## config.mk

```make
export PLATFORM = sky130hd
export DESIGN_NAME = ex_mem_stage
export DESIGN_NICKNAME = d
export VERILOG_FILES = /design/src/rtl/mips_pkg.sv /design/src/rtl/hilo_regs.sv /design/src/rtl/ex_mem_stage.sv
export SDC_FILE = /design/constraint.sdc
export NUM_CORES = 1
export LEC_CHECK = 0
export ABC_CLOCK_PERIOD_IN_PS = 5400
export CORE_AREA = 2 2 148 150
export CTS_CLUSTER_SIZE = 30
export DETAILED_ROUTE_END_ITERATION = 8
export DIE_AREA = 0 0 150 152
export PLACE_DENSITY = 0.77
export SYNTH_ARGS = -nofsm -noshare
export SYNTH_HDL_FRONTEND = slang
export SYNTH_SLANG_ARGS = --single-unit
```

## constraint.sdc

```tcl
create_clock -name clk -period 5.4 [get_ports clk]
set_clock_uncertainty 0.05 [all_clocks]
set_input_delay 1.35 -clock clk [delete_from_list [all_inputs] [get_ports clk]]
set_output_delay 1.35 -clock clk [all_outputs]
set_load 0.005 [all_outputs]
```

## src/rtl/mips_pkg.sv

```systemverilog
// Shared MIPS core encodings: ALU opcodes, HI/LO operations and branch kinds.
package mips_pkg;

  // ALU opcodes, shared with the ALU and the decoder
  localparam logic [3:0] ALU_AND  = 4'd0;
  localparam logic [3:0] ALU_OR   = 4'd1;
  localparam logic [3:0] ALU_XOR  = 4'd2;
  localparam logic [3:0] ALU_MULU = 4'd3;
  localparam logic [3:0] ALU_DIVU = 4'd4;
  localparam logic [3:0] ALU_ADD  = 4'd5;
  localparam logic [3:0] ALU_SUB  = 4'd6;
  localparam logic [3:0] ALU_SLT  = 4'd7;

  // HI/LO operation carried by the instruction; unlisted codes mean none
  typedef enum logic [2:0] {
    HILO_NONE   = 3'b000,
    HILO_MFHI   = 3'b001,
    HILO_MFLO   = 3'b010,
    HILO_MTHI   = 3'b011,
    HILO_MTLO   = 3'b100,
    HILO_MULDIV = 3'b101
  } hilo_op_e;

  // Conditional branch kind; 2'b11 is reserved and behaves as none
  typedef enum logic [1:0] {
    BR_NONE = 2'b00,
    BR_EQ   = 2'b01,
    BR_NE   = 2'b10
  } br_kind_e;

endpackage

```

## src/rtl/hilo_regs.sv

```systemverilog
// Architectural HI/LO register pair with independent write enables.
module hilo_regs
  import mips_pkg::*;
(
  input  logic        clk,
  input  logic        rst,
  input  logic        we_hi,
  input  logic        we_lo,
  input  logic [31:0] hi_d,
  input  logic [31:0] lo_d,
  output logic [31:0] hi,
  output logic [31:0] lo
);

  // Reset clears both registers and overrides any write in the same cycle
  always_ff @(posedge clk) begin
    if (rst) begin
      hi <= 32'd0;
      lo <= 32'd0;
    end else begin
      if (we_hi) hi <= hi_d;
      if (we_lo) lo <= lo_d;
    end
  end

endmodule

```

## src/rtl/ex_mem_stage.sv

```systemverilog
// EX/MEM pipeline register: captures ALU results and control, owns HI/LO,
// and resolves beq/bne into a one-cycle fetch redirect.
module ex_mem_stage
  import mips_pkg::*;
(
  input  logic        clk,
  input  logic        rst,
  input  logic        ex_valid,
  input  logic [31:0] ex_pc,
  input  logic [3:0]  ex_aluop,
  input  logic [31:0] ex_res1,
  input  logic [31:0] ex_res2,
  input  logic        ex_equ,
  input  logic [31:0] ex_rt_data,
  input  logic [4:0]  ex_wreg,
  input  logic        ex_regwrite,
  input  logic        ex_memread,
  input  logic        ex_memwrite,
  input  logic [1:0]  ex_branch,
  input  logic [31:0] ex_branch_target,
  input  logic [2:0]  ex_hilo_op,
  input  logic        stall,
  input  logic        flush,
  output logic        mem_valid,
  output logic        mem_regwrite,
  output logic        mem_memread,
  output logic        mem_memwrite,
  output logic [31:0] mem_pc,
  output logic [31:0] mem_result,
  output logic [31:0] mem_rt_data,
  output logic [4:0]  mem_wreg,
  output logic [31:0] hi,
  output logic [31:0] lo,
  output logic        redirect,
  output logic [31:0] redirect_pc
);

  logic        cap;
  logic        taken;
  logic        we_hi;
  logic        we_lo;
  logic [31:0] hi_d;
  logic [31:0] lo_d;
  logic [31:0] result_next;

  assign cap   = ex_valid & ~stall & ~flush;
  assign taken = cap & (((ex_branch == BR_EQ) & ex_equ) |
                        ((ex_branch == BR_NE) & ~ex_equ));

  // HI/LO write decode; a divide by zero leaves both untouched since the
  // ALU outputs are meaningless in that case
  always_comb begin
    we_hi = 1'b0;
    we_lo = 1'b0;
    hi_d  = ex_res1;
    lo_d  = ex_res1;
    if (cap) begin
      case (ex_hilo_op)
        HILO_MTHI: we_hi = 1'b1;
        HILO_MTLO: we_lo = 1'b1;
        HILO_MULDIV: begin
          if ((ex_aluop == ALU_MULU) ||
              ((ex_aluop == ALU_DIVU) && (ex_rt_data != 32'd0))) begin
            we_hi = 1'b1;
            we_lo = 1'b1;
            hi_d  = ex_res2;
          end
        end
        default: ;
      endcase
    end
  end

  // Result select: mfhi/mflo read the registered HI/LO, so a commit one
  // cycle earlier is already visible without a bypass
  always_comb begin
    case (ex_hilo_op)
      HILO_MFHI: result_next = hi;
      HILO_MFLO: result_next = lo;
      default:   result_next = ex_res1;
    endcase
  end

  hilo_regs u_hilo_regs (
    .clk   (clk),
    .rst   (rst),
    .we_hi (we_hi),
    .we_lo (we_lo),
    .hi_d  (hi_d),
    .lo_d  (lo_d),
    .hi    (hi),
    .lo    (lo)
  );

  // Pipeline register: reset > flush > stall > capture > bubble
  always_ff @(posedge clk) begin
    if (rst) begin
      mem_valid    <= 1'b0;
      mem_regwrite <= 1'b0;
      mem_memread  <= 1'b0;
      mem_memwrite <= 1'b0;
      mem_pc       <= 32'd0;
      mem_result   <= 32'd0;
      mem_rt_data  <= 32'd0;
      mem_wreg     <= 5'd0;
      redirect     <= 1'b0;
      redirect_pc  <= 32'd0;
    end else if (flush) begin
      mem_valid    <= 1'b0;
      mem_regwrite <= 1'b0;
      mem_memread  <= 1'b0;
      mem_memwrite <= 1'b0;
      mem_pc       <= 32'd0;
      mem_result   <= 32'd0;
      mem_rt_data  <= 32'd0;
      mem_wreg     <= 5'd0;
      redirect     <= 1'b0;
      redirect_pc  <= 32'd0;
    end else if (stall) begin
      // contents hold; only the redirect pulse is dropped so it cannot repeat
      redirect <= 1'b0;
    end else if (ex_valid) begin
      mem_valid    <= 1'b1;
      mem_regwrite <= ex_regwrite;
      mem_memread  <= ex_memread;
      mem_memwrite <= ex_memwrite;
      mem_pc       <= ex_pc;
      mem_result   <= result_next;
      mem_rt_data  <= ex_rt_data;
      mem_wreg     <= ex_wreg;
      redirect     <= taken;
      if (taken) redirect_pc <= ex_branch_target;
    end else begin
      mem_valid    <= 1'b0;
      mem_regwrite <= 1'b0;
      mem_memread  <= 1'b0;
      mem_memwrite <= 1'b0;
      mem_pc       <= 32'd0;
      mem_result   <= 32'd0;
      mem_rt_data  <= 32'd0;
      mem_wreg     <= 5'd0;
      redirect     <= 1'b0;
    end
  end

endmodule
```

==> key figures, run 1 <==
Worst hold path
  • Hold WC Path Type: flip-flop to flip-flop
  • Worst hold path depth: 2

Setup path
  • CP Max Fanout: 38
  • CP max stage cell: buf_4
  • Worst Path Class, Setup: input pin to flip-flop
  • Worst EP required: 5750 ps
  • R2R depth: 3
  • CP Launch Type: input pin
  • Worst-path cell chain: clkdlybuf4s50_1 > nor4_1 > nand4_1 > o311ai_4 > buf_4 > nor2_1 > a211oi_1
  • Crit path DAT: 3670 ps
  • Worst setup EP type: flip-flop
  • CP max stage delay: around 460 ps

Placement
  • PortBufs: around 380
  • HPWL Detailed: 19850 um
  • Final GP Congestion: 0.8119
  • DP Area: 12350 um^2

Synthesis
  • Post-synth EDFFs: 0
  • Ys async rst share: 0
  • Post-Synthesis Cell Area: 8356 um^2
  • Synth cell types: 33
  • Seq/Total Area, Yosys: 0.4840
  • Post-Syn Area per Cell: 9.560 um^2
  • Ys flop type: dfxtp_1
  • Synthesized flop and latch total: just over 200
  • Synthesized Nets: 1057
  • Synthesized instance count: 874
  • Yosys warnings: 0

Global route
  • Total Routing Usage GR: 0.2399
  • First-pass GRT wire length: between 40000 and 50000 um
  • Initial antenna violation count: 2
  • Largest net degree at the start of global routing: between 90 and 100
  • Total grt overflow: 0
  • Vias in the first global route: 7986

CTS
  • Clock Latency Late Sink: roughly 500 ps
  • Clock slew at the register clock pins of the worst setup and hold paths: 60 ps
  • Clk sinks: 202
  • Cts bufs inserted: 22
  • Number of hold buffers added after cts: 0
  • Post_cts resized: 0
  • TritonCTS clock tree: yes
  • CTS Root Buffer Type: clkbuf_16
  • Clock Path Buffers: 3
  • H-tree depth: 1
  • Post-CTS Setup Repair Bufs: 0

Detailed routing
  • DRC viols: 0
  • Routed WL: ~28000 um
  • DR vias: 7832
  • Iter 0 DRT Violations: roughly 340
  • DR pass1 iterations: 5
  • Per-cell routed wire length: about 19 um
  • Avg Vias per Cell: 5.159
  • Routed Antenna Nets: 0

Pwr
  • Tot Pwr: 3.440 mW
  • Pwr dens: approximately 260 nW/um^2
  • Static leakage: 4.664 nW
  • Peak supply drop: just under 0.2 mV

Floorplan
  • Core Area: roughly 21000 um^2
  • Die width: ~150 um
  • Row count: 54
  • Die Y: 152 um
  • Die Footprint: 22800 um^2
  • I/O pin count: 385
  • Starting Density: 0.3914

STA
  • Final worst path period share: 0.6140
  • Fmax achieved: 301.6 MHz
  • Setup TNS: 0 ps
  • Slew headroom: 0.3402
  • Final setup viols: 0
  • Final hold vios: 0
  • Worst Max-Slew Pin Slew: a little under 1000 ps
  • Post-layout min period: 3316 ps
  • Slew Viols, Final: 0
  • RSZ-0062 raised after global routing: no

Cells and area
  • Layout cells sized above 1: 0.07206
  • Nets: 1404
  • Fill cell count: 1816
  • Layout area overhead: 56.87%
  • Post-route cell area: 13110 um^2

Status
  • Outcome: completed

Run
  • Maximum Capacitance Violations: 0
==> power by group <==
part           internal, mW  switching [mW]
registers              1.51          0.0126
logic                 0.203           0.153
clock network         0.962           0.599
total                  2.68           0.764
==> layout by cell type, fill, tap and decap left out, types with 2 or more instances in the layout <==
master and n:
clkdlybuf4s50_1 382, dfxtp_1 202, nor2_1 138, a22oi_1 104, mux2i_1 96, nand2_1 67, nand2b_1 65, a21oi_1 34
a21o_1 32, a211oi_2 30, clkbuf_16 23, buf_4 14, nor4_1 8, clkbuf_1 6, diode_2 3, clkbuf_8 3
bufinv_16 3, nor3b_2 2, inv_1 2, a211oi_1 2, clkinv_2 2
==> logic make-up after synthesis <==
group           share of synthesized area
compound gates                     0.1951
buf+inv                           0.04193
flops                              0.4840
mux                                0.1150
simple gates                       0.1640
==> layer usage <==
layer  global-route usage  part of all wire  vias up  wire, um
met5                    0                 0        -         0
met4              0.07143             0.029        0       806
met1               0.2764              0.39     3698     11100
met3              0.07988              0.10       54      2823
li1                     -                 -     3761         -
met2               0.4192              0.48      319     13540
==> final cells by class <==
class                   instances  area (um^2)  area share
clock buffers                  32        639.4     0.04878
clock inverters                 6        107.6    0.008209
diodes                          3        7.507   0.0005727
inverters                       2        7.507   0.0005727
well taps                     280        350.3     0.02673
repair buffers                397         3949      0.3013
multi-input cells             596         4003      0.3054
flip-flops and latches        202         4044      0.3085
==> synth_stat cells (2+ instances only) <==
cell	instances	area (um^2)
dfxtp_1	202	4044
nor2_1	139	521.8
a22oi_1	104	780.8
mux2i_1	96	960.9
nand2_1	67	251.5
nand2b_1	65	406.6
clkbuf_1	53	198.9
a21oi_1	34	170.2
a21o_1	32	240.2
a211oi_2	30	375.4
buf_2	10	50.05
nor4_1	8	50.05
buf_6	7	78.83
buf_1	4	15.01
nor3b_1	3	22.52
a211oi_1	2	15.01
inv_1	2	7.510
==> worst max-delay path: cells and delay by family <==
family,cells,cell delay [ps]
buffers and inverters,2,900
AO/OA/AOI/OAI,2,580
AND/OR/NAND/NOR,3,810
==> registers in the layout, summed over array words and instances (netlist names) <==
| register | cells |
|---|---|
| mem_pc | 32 |
| mem_result | 32 |
| mem_rt_data | 32 |
| redirect_pc | 32 |
| u_hilo_regs.hi | 32 |
| u_hilo_regs.lo | 32 |
| mem_wreg | 5 |
| mem_memread | 1 |
| mem_memwrite | 1 |
| mem_regwrite | 1 |
| mem_valid | 1 |
| redirect | 1 |
==> per-stage QoR <==
step	worst slack, ps	hold slack (ps)	std cells	utilization
floorplan	2497	407.3	874	-
global placement	1554	398.3	1477	0.5786
detailed placement	1518	404.7	1477	0.5786
CTS	2051	414.3	1515	0.6136
global route	1927	427.4	1515	0.6136
finish	2084	412.6	1518	0.6139
==> worst paths after layout <==
path / endpoint / slack (ps) / start
worst min-delay path: mem_result[16] / 410 / mem_result[16]
worst max-delay path: u_hilo_regs.hi[1] / 2080 / ex_rt_data[0]
worst min register to register: mem_result[16] / 410 / mem_result[16]
worst max register to register: mem_result[31] / 4400 / u_hilo_regs.hi[31]
Note: power is estimated with default switching activity, not from simulation.
==> run 2, diff against run 1 <==
--- a/config.mk
+++ b/config.mk
@@ -5,12 +5,11 @@
 export SDC_FILE = /design/constraint.sdc
 export NUM_CORES = 1
 export LEC_CHECK = 0
-export ABC_CLOCK_PERIOD_IN_PS = 5400
-export CORE_AREA = 2 2 148 150
+export ABC_CLOCK_PERIOD_IN_PS = 3000
+export CORE_UTILIZATION = 38
 export CTS_CLUSTER_SIZE = 30
 export DETAILED_ROUTE_END_ITERATION = 8
-export DIE_AREA = 0 0 150 152
-export PLACE_DENSITY = 0.77
+export PLACE_DENSITY = 0.78
 export SYNTH_ARGS = -nofsm -noshare
 export SYNTH_HDL_FRONTEND = slang
 export SYNTH_SLANG_ARGS = --single-unit
==> constraint.sdc (replaced) <==
create_clock -name clk -period 3 [get_ports clk]
set_clock_uncertainty 0.05 [all_clocks]
set_input_delay 0.75 -clock clk [delete_from_list [all_inputs] [get_ports clk]]
set_output_delay 0.75 -clock clk [all_outputs]
set_load 0.005 [all_outputs]
==> run 2 against run 1 <==
  * Sequential power is 80% higher
  * Non-clock buffer count rose by 13
  * Clock power rose by 81%
  * Final cell count up 0.53%
  * First-iteration DRC count up 21%
  * Routed wire length grew 0.29%
  * Sequential share of layout area decreased by 0.56 points
  * Sequential cell count unchanged
  * Critical path depth up 1
  * Via count rose by 1.0%
  * Critical path type unchanged
  * Largest power group unchanged
==> key figures, run 2 (synthesized netlist as in run 1, its figures left out) <==
Status
  • Outcome: completed

STA
  • Fmax achieved: 374.3 MHz
  • Final hold vios: 0
  • RSZ-0062 raised after global routing: no
  • Final setup viols: 0
  • WHS: 408.9 ps
  • Post-layout min period: 2672 ps
  • Slew headroom: 0.3603
  • Final worst path period share: 0.8906
  • Worst Max-Slew Pin Slew: 959.6 ps
  • Setup ws final: 328.1 ps
  • Slew Viols, Final: 0

Setup path
  • Worst Path Class, Setup: input pin to flip-flop
  • CP max stage delay: 450 ps
  • Top delay family on crit path: buffers and inverters
  • CP max stage cell: o311ai_4
  • Reg-to-reg slack, setup: just over 2000 ps
  • R2R depth: 3
  • Worst EP required: 3360 ps
  • R2R Path Start: u_hilo_regs.lo[26]
  • Worst-path cell chain: clkdlybuf4s50_1 > nor4_1 > buf_4 > nand4_1 > o311ai_4 > buf_12 > nor2_1 > a211oi_2
  • Reg2reg end: mem_result[26]
  • CP Max Fanout: between 40 and 50
  • Levels on crit path: 8
  • Crit path DAT: 3030 ps
  • Worst setup EP type: flip-flop
  • CP Launch Type: input pin
  • Crit path buf inv count: 3

Placement
  • Final GP Congestion: 0.8329
  • PortBufs: 384
  • Dpl ws: -132.2 ps
  • Cells after DPL: between 1000 and 1500
  • HPWL Detailed: 20100 um

CTS
  • Post_cts resized: 0
  • Clock slew at the register clock pins of the worst setup and hold paths: roughly 60 ps
  • Clock Latency Late Sink: 500 ps
  • Clock Path Buffers: 3
  • Clk sinks: around 200
  • CTS Root Buffer Type: clkbuf_16
  • Number of hold buffers added after cts: 0
  • Post-CTS Setup Repair Bufs: 0
  • Cts bufs inserted: 23
  • TritonCTS clock tree: yes
  • H-tree depth: 1

Global route
  • Vias in the first global route: 7792
  • First-pass GRT wire length: 42720 um
  • Total Routing Usage GR: 0.2417
  • Total grt overflow: 0
  • Initial antenna violation count: 1
  • Largest net degree at the start of global routing: between 80 and 90

Floorplan
  • Die Footprint: 22590 um^2
  • Starting Density: 0.3925
  • Die width: 150.3 um
  • Die Y: approximately 150 um
  • Core Area: ~21000 um^2
  • I/O pin count: 385
  • Row count: 53

Detailed routing
  • Iter 0 DRT Violations: 413
  • Per-cell routed wire length: 18.57 um
  • Avg Vias per Cell: between 5 and 6
  • Routed Antenna Nets: 0
  • Routed WL: 28340 um
  • DR vias: ~7900
  • DR pass1 iterations: 5
  • DRC viols: 0

Worst hold path
  • Hold path endpoint: mem_result[25]
  • Hold WC Path Type: flip-flop to flip-flop
  • Worst hold path depth: 2
  • Hold Startpoint: mem_result[25]

Cells and area
  • Layout area overhead: 59.79%
  • Commonest cells after routing, fill and taps aside: 382 x clkdlybuf4s50_1, 202 x dfxtp_1, 138 x nor2_1
  • Fill cell count: 1740
  • Nets: between 1000 and 1500
  • Post-Route Utilization: 0.6272
  • Most common cell after layout, fill and taps aside: clkdlybuf4s50_1
  • Post-route insts no fill: around 1500
  • Layout cells sized above 1: 0.08480

Pwr
  • Tot Pwr: 6.221 mW
  • Peak supply drop: 0.3500 mV
  • Pwr dens: 466.0 nW/um^2
  • Static leakage: between 4 and 5 nW

Run
  • Maximum Capacitance Violations: 0
run 2: routing by layer:
layer / up-vias / wire (um) / global-route usage
met4: 0 / 762 / 0.07879
met3: 44 / 2666 / 0.07333
met1: 3740 / 10680 / 0.2727
li1: 3787 / - / -
met2: 343 / 14240 / 0.4309
met5: - / 0 / 0
run 2: worst max path at each step:
stage | slack [ps] | start | end
2_1_floorplan | 700 | stall | u_hilo_regs.hi[10]
3_3_place_gp | -120 | ex_rt_data[0] | u_hilo_regs.hi[17]
3_5_place_dp | -130 | ex_rt_data[13] | u_hilo_regs.hi[17]
4_1_cts | 370 | ex_rt_data[13] | u_hilo_regs.hi[10]
5_1_grt | 200 | ex_rt_data[0] | u_hilo_regs.hi[1]
6_report | 330 | ex_rt_data[0] | u_hilo_regs.hi[17]
run 2: final cells by class:
| type | count | area (um^2) | share of cell area |
|---|---|---|---|
| Clock inverter | 6 | 80.08 | 0.005998 |
| Multi-Input combinational cell | 596 | 4003 | 0.2998 |
| Timing Repair Buffer | 410 | 4184 | 0.3134 |
| Clock buffer | 34 | 686.9 | 0.05145 |
| Sequential cell | 202 | 4044 | 0.3029 |
| Antenna cell | 1 | 2.502 | 0.0001874 |
| Tap cell | 275 | 344.1 | 0.02577 |
| Inverter | 2 | 7.507 | 0.0005623 |
run 2: per-stage QoR:
step	setup TNS (ps)	cell area, um^2
5_1_grt	0	13350
2_1_floorplan	0	8356
3_5_place_dp	-2639	12580
6_report	0	13350
4_1_cts	0	13350
3_3_place_gp	-2900	12580
run 2: where the power goes:
part | internal, mW | switching [mW] | total (mW)
combinational | 0.381 | 0.276 | 0.657
clock | 1.74 | 1.08 | 2.82
sequential | 2.72 | 0.0227 | 2.74
run 2: worst register-to-register path: cells and delay by family, from the launching register on:
kind | cells | cell delay (ps)
AOI/OAI and AO/OA | 3 | 430
DFF | 1 | 380
==> run 3, diff against run 2 <==
--- a/config.mk
+++ b/config.mk
@@ -5,7 +5,7 @@
 export SDC_FILE = /design/constraint.sdc
 export NUM_CORES = 1
 export LEC_CHECK = 0
-export ABC_CLOCK_PERIOD_IN_PS = 3000
+export ABC_CLOCK_PERIOD_IN_PS = 2200
 export CORE_UTILIZATION = 38
 export CTS_CLUSTER_SIZE = 30
 export DETAILED_ROUTE_END_ITERATION = 8
==> constraint.sdc (replaced) <==
create_clock -name clk -period 2.2 [get_ports clk]
set_clock_uncertainty 0.05 [all_clocks]
set_input_delay 0.55 -clock clk [delete_from_list [all_inputs] [get_ports clk]]
set_output_delay 0.55 -clock clk [all_outputs]
set_load 0.005 [all_outputs]
==> run 3 against run 2 <==
  * Worst hold slack worse by 110 ps
  * Register-to-register slack worse by 790 ps
  * Utilization up 3.3 points
  * Critical path depth up 1
  * Critical endpoint is now u_hilo_regs.hi[9]
==> key figures, run 3 (synthesized netlist as in run 1, its figures left out) <==
Setup path
  • R2R Path Start: u_hilo_regs.lo[31]
  • Crit path buf inv count: 4
  • Worst setup EP type: flip-flop
  • Levels on crit path: 9
  • CP max stage delay: 460 ps
  • R2R depth: 3
  • CP Max Fanout: 5
  • Reg-to-reg slack, setup: 1270 ps
  • Top delay family on crit path: buffers and inverters
  • Worst EP required: ~2600 ps
  • CP Launch Type: input pin
  • Crit path DAT: 2520 ps
  • Reg2reg end: mem_result[31]
  • Critical path destination: u_hilo_regs.hi[9]
  • CP max stage cell: clkdlybuf4s50_1
  • Worst-path cell chain: clkdlybuf4s50_1 > nor4_4 > nand3_2 > o311ai_4 > buf_4 > buf_12 > buf_16 > nor2_1 > a211oi_2
  • Start point of the critical path: ex_rt_data[23]
  • Worst Path Class, Setup: input pin to flip-flop

Cells and area
  • Post-route insts no fill: 1575
  • Nets: about 1500
  • Post-route cell area: 14050 um^2
  • Commonest cells after routing, fill and taps aside: 360 x clkdlybuf4s50_1, 202 x dfxtp_1, 138 x nor2_1
  • Post-Route Utilization: 0.6601
  • Most common cell after layout, fill and taps aside: clkdlybuf4s50_1
  • Layout cells sized above 1: 0.1294
  • Layout area overhead: 68.18%

Detailed routing
  • Iter 0 DRT Violations: around 320
  • Avg Vias per Cell: 5.204
  • Routed WL: 29890 um
  • DR pass1 iterations: 5
  • DRC viols: 0
  • Per-cell routed wire length: 18.97 um
  • DR vias: 8196
  • Routed Antenna Nets: 0

Global route
  • Initial antenna violation count: 3
  • Vias in the first global route: just over 8000
  • Largest net degree at the start of global routing: around 110
  • Total Routing Usage GR: 0.2540
  • First-pass GRT wire length: between 40000 and 50000 um
  • Total grt overflow: 0

STA
  • WHS: ~300 ps
  • Worst Max-Slew Pin Slew: 688.1 ps
  • Final setup viols: 0
  • Post-layout min period: 2142 ps
  • Final hold vios: 0
  • Setup ws final: 58.26 ps
  • Final worst path period share: 0.9735
  • Slew Viols, Final: 0
  • Slew headroom: 0.5413
  • Fmax achieved: around 470 MHz

CTS
  • Clk sinks: 202
  • Cts bufs inserted: 23
  • Clock Path Buffers: 3
  • TritonCTS clock tree: yes
  • Clock slew at the register clock pins of the worst setup and hold paths: 60 ps
  • CTS Root Buffer Type: clkbuf_16
  • H-tree depth: 1
  • Clock Latency Late Sink: 510 ps
  • Number of hold buffers added after cts: 0

Floorplan
  • Core Area: 21290 um^2
  • I/O pin count: 385
  • Die Y: 150.3 um
  • Die Footprint: 22590 um^2
  • Die width: between 150 and 200 um
  • Starting Density: 0.3925
  • Row count: 53

Pwr
  • Static leakage: 5.257 nW
  • Peak supply drop: 0.6053 mV
  • Pwr dens: 610.9 nW/um^2

Placement
  • PortBufs: around 380
  • DP Area: 12890 um^2
  • HPWL Detailed: 20670 um
  • Final GP Congestion: 0.8263
  • Dpl ws: -887.6 ps
  • Cells after DPL: 1521

Worst hold path
  • Hold WC Path Type: input pin to flip-flop

Run
  • Maximum Capacitance Violations: 0

Status
  • Outcome: completed
==> run 3: changes by cell type in the layout (fill, tap and decap cells not counted), moves of 2 or more <==
| cell | before | now |
|---|---|---|
| nor4_1 | 8 | 0 |
| clkdlybuf4s50_1 | 382 | 360 |
| clkbuf_8 | 7 | 5 |
| clkdlybuf4s15_1 | 0 | 5 |
| buf_4 | 16 | 48 |
| inv_6 | 0 | 2 |
| buf_12 | 12 | 23 |
| dlygate4sd2_1 | 0 | 6 |
| nor4_4 | 0 | 2 |
| buf_16 | 0 | 3 |
| nor4_2 | 1 | 7 |
| dlymetal6s2s_1 | 0 | 11 |
==> run 3: layer usage <==
layer	vias up	track usage	wire length [um]
li1	3886	-	-
met1	3884	0.2804	10960
met2	365	0.4475	14940
met3	61	0.07727	2855
met4	0	0.1106	1133
met5	-	0	0
==> run 3: worst min-delay path by stage <==
stage	from	cells past startpoint	endpoint	slack, ps
finish	ex_rt_data[26]	3	mem_rt_data[26]	300
global route	ex_rt_data[26]	3	mem_rt_data[26]	320
CTS	ex_rt_data[14]	3	mem_rt_data[14]	400
detailed placement	mem_result[25]	2	mem_result[25]	400
global placement	mem_result[27]	2	mem_result[27]	390
floorplan	mem_result[0]	2	mem_result[0]	410
==> run 3: cell type report <==
cell class              instances  area, um^2
clock buffers                  31       655.6
clock inverters                 9       108.9
repair buffers                458        4791
inverters                       2       7.507
flip-flops and latches        202        4044
well taps                     275       344.1
multi-input cells             596        4096
fillers                      1627        7234
diodes                          2       5.005
==> run 3: repair_timing <==
action                     CTS  global route
pin swaps                    6            12
setup endpoints to repair   64            37
resized for setup           30            27
cloned                       5             0
buffers inserted             9             1
==> run 3: per-stage QoR <==
stage	total power [mW]	TNS, ps
4_1_cts	8.648	0
5_1_grt	8.900	-445.2
3_5_place_dp	4.773	-52060
3_3_place_gp	4.761	-47920
2_1_floorplan	4.137	0
6_report	8.585	0
==> run 3: worst reg2reg max path, stage by stage, from the launching register on <==
cell and delay, ps:
dfxtp_1 320, a22oi_1 210, a21o_1 160, a21oi_1 70
==> run 3: where the power goes <==
part | switching [mW] | internal, mW
clock network | 1.55 | 2.33
registers | 0.0309 | 3.71
logic | 0.406 | 0.560
==> RTL edit (settings of run 2) <==
Register the input `ex_branch_target` before use, without a reset. The logic sees it one clock later. The other inputs are not delayed to match.
--- a/src/rtl/ex_mem_stage.sv
+++ b/src/rtl/ex_mem_stage.sv
@@ -35,4 +35,10 @@
   output logic [31:0] redirect_pc
 );
+
+  logic [31:0] ex_branch_target_q;
+
+  always_ff @(posedge clk) begin
+    ex_branch_target_q <= ex_branch_target;
+  end
 
   logic        cap;
@@ -130,5 +136,5 @@
       mem_wreg     <= ex_wreg;
       redirect     <= taken;
-      if (taken) redirect_pc <= ex_branch_target;
+      if (taken) redirect_pc <= ex_branch_target_q;
     end else begin
       mem_valid    <= 1'b0;
Formal check against the unedited RTL: not equivalent (a bounded check fails within 4 cycles, from zero or initial values and one cycle with rst high).
==> RTL edit against run 2 <==
Final area is 6.2% higher; total power up 13%; routed wire length is 3.8% higher; area after synthesis increased by 7.7%; core utilization shrank 0.83 points; fmax grew 2.5%; sequential cell count grew 32; sequential share of layout area is 2.7 points higher; worst setup slack improved by 0.065 ns; global-route usage decreased by 1.0 points; largest power group is now sequential cells.
==> RTL edit: results (changes against run 2) <==
INFO  metric postLayoutCoreUtil = 0.619 (-0.00828)
INFO  metric wirelength_met1 = 11700 µm (+9.8%)
INFO  metric clock_tree_sinks = 234 (+16%)
INFO  metric wl_per_cell = 18.2 µm (-1.8%)
INFO  metric via_count_of_the_first_global_routing_pass = 8042 (+3.2%)
INFO  metric grtUsageMet3 = 0.0642 (-0.00917)
INFO  metric multi_input_comb_area = 0.00400 mm² (about the same)
INFO  metric layout_setup_ws = 0.393 ns (+0.0649 ns)
INFO  metric placedInstanceArea = 0.0133 mm² (+5.9%)
INFO  metric drt-initial-drc-count = 540 (+31%)
INFO  metric reg2reg_slack = 2.08 ns (+0.02 ns)
INFO  metric met2_usage = 0.410 (-0.0212)
INFO  metric fill_cells = 1907 (+9.6%)
INFO  metric netlist-cell-type-count = 34 (+3.0%)
INFO  metric synthMuxAreaShare = 0.107 (-0.00820)
INFO  metric met3RoutedLength = 2620 µm (-1.7%)
INFO  metric dp_hpwl = 20600 µm (+2.3%)
INFO  metric layout.clock.cell_area_share = 0.0604 (+0.00298)
INFO  metric cellLeakagePower = 5.15 nW (+7.3%)
INFO  metric grt.total_usage = 0.232 (-0.0101)
INFO  metric design.final.nets = 1465 (+3.3%)
INFO  metric critical_path.startpoint = ex_rt_data[17]
INFO  metric multi_input_cells = 595 (-0.17%)
INFO  metric groute.layer.met1.usage = 0.271 (-0.00155)
INFO  metric syn-mean-instance-area = 9.94 µm² (+4.0%)
INFO  metric seqCellArea = 0.00468 mm² (+16%)
INFO  metric post_synth_main_area_contributors = sky130_fd_sc_hd__dfxtp_1, sky130_fd_sc_hd__mux2i_1, sky130_fd_sc_hd__a22oi_1
INFO  metric synth-seq-area-share = 0.521 (+0.0367)
INFO  metric grt_pass1_wl = 44100 µm (+3.2%)
INFO  metric numPlacedInstances = 1568 (+5.6%)
INFO  metric worstHoldStart = ex_branch_target_q[6]
INFO  metric run_status = completed
INFO  metric placement.setup.worst_slack = -0.0968 ns (+0.0354 ns)
[RTL edit: changes by cell type after synthesis]
cell                       delta
sky130_fd_sc_hd__clkbuf_1     +2
sky130_fd_sc_hd__nor2_1       -1
sky130_fd_sc_hd__nand2_1      -1
sky130_fd_sc_hd__buf_1        -2
sky130_fd_sc_hd__and3b_1      +1
sky130_fd_sc_hd__dfxtp_1     +32
[RTL edit: worst max-delay path: stages]
cell                              delay [ns]
sky130_fd_sc_hd__clkdlybuf4s50_1        0.46
sky130_fd_sc_hd__nor4_1                 0.46
sky130_fd_sc_hd__nand4_1                0.27
sky130_fd_sc_hd__o311ai_4               0.37
sky130_fd_sc_hd__buf_12                 0.33
sky130_fd_sc_hd__nor2_1                 0.10
sky130_fd_sc_hd__a211oi_2               0.21
[RTL edit: power by group]
part	leakage [nW]	switching (mW)	total [mW]	internal [mW]
registers	1.90	0.0276	3.20	3.17
clock network	0.418	1.26	3.19	1.93
logic	2.83	0.284	0.665	0.380
